[src/rtl/edulent_pkg.sv]
// Shared constants and loader state encoding for the Edulent core and its memory.
package edulent_pkg;

    localparam int MEM_DEPTH = 256;
    localparam int MEM_AW    = 8;
    localparam logic [7:0] STACK_TOP = 8'h7F;

    typedef enum logic [1:0] {
        RUN     = 2'd0,
        LOAD    = 2'd1,
        RELEASE = 2'd2
    } ld_state_t;

endpackage

[src/rtl/edulent_ram.sv]
// Byte array with one synchronous write port and one asynchronous read port.
module edulent_ram #(
    parameter int DEPTH = 256,
    parameter int AW    = 8
) (
    input  logic          clk,
    input  logic          we,
    input  logic [AW-1:0] waddr,
    input  logic [7:0]    wdata,
    input  logic [AW-1:0] raddr,
    output logic [7:0]    rdata
);

    logic [7:0] mem [DEPTH];

    // Contents are deliberately never reset so a reset cannot erase a loaded program.
    always_ff @(posedge clk) begin
        if (we) begin
            mem[waddr] <= wdata;
        end
    end

    assign rdata = mem[raddr];

endmodule

[src/rtl/edulent_mem.sv]
// Memory responder for the Edulent core: 256-byte unified RAM plus a byte-serial
// program loader that holds the core in reset while filling memory.
module edulent_mem
    import edulent_pkg::*;
#(
    parameter int DEPTH = MEM_DEPTH,
    parameter int AW    = MEM_AW
) (
    input  logic       i_clk,
    input  logic       i_rstn,
    input  logic [7:0] i_mem_addr,
    input  logic [7:0] i_mem_data_write,
    input  logic       i_mem_write_enable,
    output logic [7:0] o_mem_data_read,
    input  logic       i_ld_start,
    input  logic       i_ld_valid,
    input  logic [7:0] i_ld_data,
    input  logic       i_ld_last,
    output logic       o_ld_ready,
    output logic [8:0] o_ld_count,
    output logic       o_ld_err,
    output logic       o_cpu_rstn
);

    ld_state_t     state;
    logic [AW-1:0] ld_addr;
    logic [8:0]    ld_count;
    logic          ld_err;
    logic          ld_ready;
    logic          cpu_rstn;

    logic          ld_accept;
    logic          ram_we;
    logic [AW-1:0] ram_waddr;
    logic [7:0]    ram_wdata;
    logic [7:0]    ram_rdata;

    assign ld_accept = i_ld_valid & ld_ready;

    // ld_ready and cpu_rstn are registered alongside the state so they never glitch.
    always_ff @(posedge i_clk or negedge i_rstn) begin
        if (!i_rstn) begin
            state    <= RUN;
            ld_addr  <= '0;
            ld_count <= '0;
            ld_err   <= 1'b0;
            ld_ready <= 1'b0;
            cpu_rstn <= 1'b1;
        end else begin
            case (state)
                RUN: begin
                    if (i_ld_start) begin
                        state    <= LOAD;
                        ld_addr  <= '0;
                        ld_count <= '0;
                        ld_err   <= 1'b0;
                        ld_ready <= 1'b1;
                        cpu_rstn <= 1'b0;
                    end
                end
                LOAD: begin
                    if (ld_accept) begin
                        ld_addr <= ld_addr + 1'b1;
                        if (ld_count != 9'(DEPTH)) begin
                            ld_count <= ld_count + 9'd1;
                        end
                        // DEPTH is a power of two, so all-ones is the wrap point.
                        if ((&ld_addr) && !i_ld_last) begin
                            ld_err <= 1'b1;
                        end
                        if (i_ld_last) begin
                            state    <= RELEASE;
                            ld_ready <= 1'b0;
                        end
                    end
                end
                RELEASE: begin
                    state    <= RUN;
                    cpu_rstn <= 1'b1;
                end
                default: begin
                    state    <= RUN;
                    ld_ready <= 1'b0;
                    cpu_rstn <= 1'b1;
                end
            endcase
        end
    end

    always_comb begin
        ram_we    = 1'b0;
        ram_waddr = i_mem_addr[AW-1:0];
        ram_wdata = i_mem_data_write;
        if (state == RUN) begin
            ram_we = i_mem_write_enable;
        end else if (ld_accept) begin
            ram_we    = 1'b1;
            ram_waddr = ld_addr;
            ram_wdata = i_ld_data;
        end
    end

    edulent_ram #(
        .DEPTH(DEPTH),
        .AW   (AW)
    ) u_ram (
        .clk  (i_clk),
        .we   (ram_we),
        .waddr(ram_waddr),
        .wdata(ram_wdata),
        .raddr(i_mem_addr[AW-1:0]),
        .rdata(ram_rdata)
    );

    assign o_mem_data_read = (state == LOAD) ? 8'h00 : ram_rdata;
    assign o_ld_ready      = ld_ready;
    assign o_ld_count      = ld_count;
    assign o_ld_err        = ld_err;
    assign o_cpu_rstn      = cpu_rstn;

endmodule

[config.mk]
export PLATFORM = sky130hd
export DESIGN_NAME = edulent_mem
export DESIGN_NICKNAME = d
export VERILOG_FILES = /design/src/rtl/edulent_pkg.sv /design/src/rtl/edulent_ram.sv /design/src/rtl/edulent_mem.sv
export SDC_FILE = /design/constraint.sdc
export NUM_CORES = 2
export LEC_CHECK = 0
export CAP_MARGIN = 20
export CORE_UTILIZATION = 50
export DETAILED_ROUTE_END_ITERATION = 16
export DONT_BUFFER_PORTS = 1
export PLACE_DENSITY_LB_ADDON = 0.25
export SYNTH_ARGS = -nofsm -noshare
export SYNTH_HDL_FRONTEND = slang
export SYNTH_HIERARCHICAL = 1
export SYNTH_SLANG_ARGS = --single-unit
[constraint.sdc]
create_clock -name i_clk -period 8.2 [get_ports i_clk]
set_input_delay 1.64 -clock i_clk [delete_from_list [all_inputs] [get_ports i_clk]]
set_output_delay 1.64 -clock i_clk [all_outputs]
set_load 0.01 [all_outputs]
==> flow_summary.json <==
{
  "drt_pass1_iterations": 6,
  "drcViolationCount": 0,
  "dieArea_um2": 163000,
  "slew_violations": 0,
  "track_usage_pct": 24.2,
  "drtIter0Drc": 5180,
  "drv_cap": 0,
  "path_clk_slew_ps": 60,
  "static-leakage-power_nw": 27.3,
  "nets": 3933,
  "reg2reg_setup_slack_ps": 3650,
  "grt_first_pass_wirelength_um": 282000,
  "switchingPower_w": 0.00449,
  "wl_um": 197000,
  "worst_setup_path_end_kind": "primary output",
  "finalHoldViolCount": 0,
  "critPathSlowestCell": "buf_16",
  "skew_ps": 37.1,
  "ys_async_sr_fraction_pct": 1.06,
  "synthFlopType": "edfxtp_1",
  "initial_core_util_pct": 50.3,
  "syn2layout_area_growth_pct": 10.5,
  "fin_crit_sh_pct": 95.5,
  "worst_pin_slew_ps": 1220,
  "nFillCells": 11800,
  "pwr_density_cell_nw_per_um2": 241,
  "cts-buffers-inserted": 203,
  "swShare_pct": 20.9,
  "die_width_um": 404,
  "arrival_ps": 6190,
  "cp_common_cell": "buf_16",
  "cts_tree": "done",
  "hold_class": "in -> async",
  "io_pins": 50,
  "critPathBufInv": 4,
  "syn_avg_cell_area_um2": 20.9,
  "netlist_area_um2": 80800,
  "fin_area_um2": 89300,
  "fmax_ghz": 0.128,
  "startpoint": "i_mem_addr[0]",
  "cts_max_path_buffers": 3,
  "status": "finished clean",
  "vias": 40100,
  "ys.warnings.count": 6,
  "synth_seq_cells": 2070,
  "synth_cells": 3864,
  "reg2reg_depth": 6,
  "setup_viol_count_final": 0,
  "seq_power_share_pct": 54.0,
  "multi_input_area_um2": 17500,
  "insertion_delay_ps": 830,
  "grt-ovfl-total": 0,
  "htreeDepth": 4,
  "ys_types": 74,
  "power.internal_w": 0.0170,
  "root_buffer": "clkbuf_16",
  "final_cells": 6237,
  "seqCellArea_um2": 62100,
  "die_y_um": 404,
  "final_util_pct": 55.6,
  "core_um2": 161000,
  "grt_pass1_vias": 39000,
  "ir_worst_vdd_mv": 0.204,
  "placed_area_um2": 82700,
  "critPathTopFamily": "buffers and inverters",
  "rsz0062_at_grt": "no",
  "critical_path_class": "in -> out",
  "power_frac_comb_pct": 4.1,
  "antenna_found_initial": 10,
  "grt_max_degree": 580,
  "place_congestion": 0.833,
  "syn_nets": 3897,
  "worstPathRequired_ps": 6560,
  "power_w": 0.0215,
  "drive_above_1_share_pct": 21.0,
  "finalSetupTns_ps": 0,
  "maxSlewHeadroom_pct": 18.4,
  "dp_hpwl_um": 112000,
  "cts-hold-fix-buffers": 0,
  "critPathLaunchType": "input port",
  "p_clk_share_pct": 41.9,
  "io_buffer_count": 0,
  "vias_per_cell": 6.43,
  "r2r-start": "state[0]",
  "synth_edf_count": 2048,
  "cpPeakStageDelay_ps": 640,
  "ant_nets": 0,
  "rr_endpoint": "u_ram/mem[49][3]",
  "wl_per_cell_um": 31.6,
  "period_minus_slack_ps": 7830,
  "dp_cells": 5848,
  "cts.sinks": 2070,
  "synth_seq_area_share_pct": 76.8,
  "worstPathCellList": "buf_16, buf_16, buf_16, mux4_2, nor2b_1, a211oi_1, nor2_1, nor4_1, buf_4, nor4_2, and2_1",
  "rows": 147,
  "crit_fanout": 130
}
metal layers:
layer,GRT usage [%],vias to the layer above,share of wire [%]
met5,0,-,0.0066
met2,37.0,2130,47
met3,5.21,344,9.7
met4,7.64,2,2.9
li1,-,16300,-
met1,35.1,21300,40
worst max path at each step:
| stage | cells after the start | end | slack [ps] |
|---|---|---|---|
| after floorplan | 10 | o_mem_data_read[2] | 2940 |
| after global placement | 7 | o_mem_data_read[1] | 1350 |
| after detailed placement | 7 | o_mem_data_read[7] | 1480 |
| after CTS | 7 | o_mem_data_read[7] | 1480 |
| after global routing | 11 | o_mem_data_read[0] | 220 |
| final | 11 | o_mem_data_read[0] | 370 |
layout by cell type (no fill, tap or decap), types with 16 or more instances in the layout:
master	Yosys	routed
a211oi_1	16	16
a21oi_1	101	101
a22oi_1	133	133
buf_4	27	56
bufinv_16	0	16
clkbuf_1	111	44
clkbuf_16	0	206
clkinv_1	1	57
clkinv_2	0	35
dfrtp_1	21	21
edfxtp_1	2048	2048
mux2i_1	135	135
mux4_2	454	454
nand2_1	45	45
nand3_1	37	37
nor2_1	295	292
nor2b_1	31	28
nor3_1	23	23
nor4_1	26	17
o21ai_0	17	17
o221ai_1	46	46
o22ai_1	28	28
synthesized netlist by cell type (all sizes together), types with 3 or more instances:
cell	instances	area share, %
or2	4	0.031
edfxtp	2048	76
nand4	15	0.12
mux2	18	0.25
nand2b	10	0.077
nor4	29	0.25
dfrtp	21	0.65
a211oi	17	0.16
a221oi	14	0.16
o221ai	47	0.52
buf	127	1.3
a2111oi	5	0.065
a21oi	101	0.63
inv	4	0.019
mux2i	135	1.7
nor2	296	1.4
clkbuf	111	0.52
nor3	23	0.14
and3	3	0.025
nor2b	31	0.24
ha	3	0.046
o22a	5	0.054
o22ai	28	0.22
nand2	45	0.21
mux4	456	13
o32ai	5	0.063
a22o	10	0.11
a31oi	4	0.031
a22oi	133	1.2
o21ai	19	0.12
o211ai	12	0.12
and2	15	0.12
xor2	6	0.065
nand3	37	0.23
area by class of cell:
cell class / count / area share, %
Sequential cell: 2070 / 69.5
Multi-Input combinational cell: 1551 / 19.6
Clock buffer: 249 / 5.93
Tap cell: 2160 / 3.03
Clock inverter: 126 / 1.23
Timing Repair Buffer: 69 / 0.734
Inverter: 5 / 0.0210
Antenna cell: 7 / 0.0196
kinds of logic (layout without fill, tap and decap cells):
logic type | after synthesis | after routing | share of synthesized area (%)
flops | 2070 | 2070 | 76.8
mux | 609 | 609 | 14.6
simple gates | 523 | 523 | 3.01
compound gates | 408 | 408 | 3.56
buf+inv | 243 | 449 | 1.88
xor+xnor | 8 | 8 | 0.0867
fa+ha+maj | 3 | 3 | 0.0465
other cells | 0 | 7 | 0
through the flow:
stage | hold WS [ps] | setup slack [ps]
2_1_floorplan | 489 | 2940
3_3_place_gp | 502 | 1350
3_5_place_dp | 503 | 1480
4_1_cts | 433 | 1480
5_1_grt | 456 | 221
6_report | 497 | 373
registers in the layout, summed over array words and instances (netlist names):
signal and cells:
u_ram/mem 2048, o_ld_count 9, ld_addr 8, state 2, o_cpu_rstn 1, o_ld_err 1, o_ld_ready 1
what timing repair did:
action,CTS,global route
gates resized for setup,0,2
endpoints found under the setup margin,0,6
setup buffers,0,0
worst register-to-register path, cell delays in order, from the launching register on:
cell	delay, ps
dfrtp_1	500
o211ai_2	610
buf_4	390
mux2_2	490
nor2_1	410
nand3_1	740
nor2_1	1030
power groups by stage:
stage | combinational, W | sequential [W] | clock (W)
finish | 0.000893 | 0.0116 | 0.00901
global route | 0.000932 | 0.0116 | 0.00954
CTS | 0.000788 | 0.0116 | 0.00915
detailed placement | 0.000788 | 0.0119 | 0
global placement | 0.000773 | 0.0119 | 0
floorplan | 0.000625 | 0.0119 | 0
(Power assumes the default switching activity.)
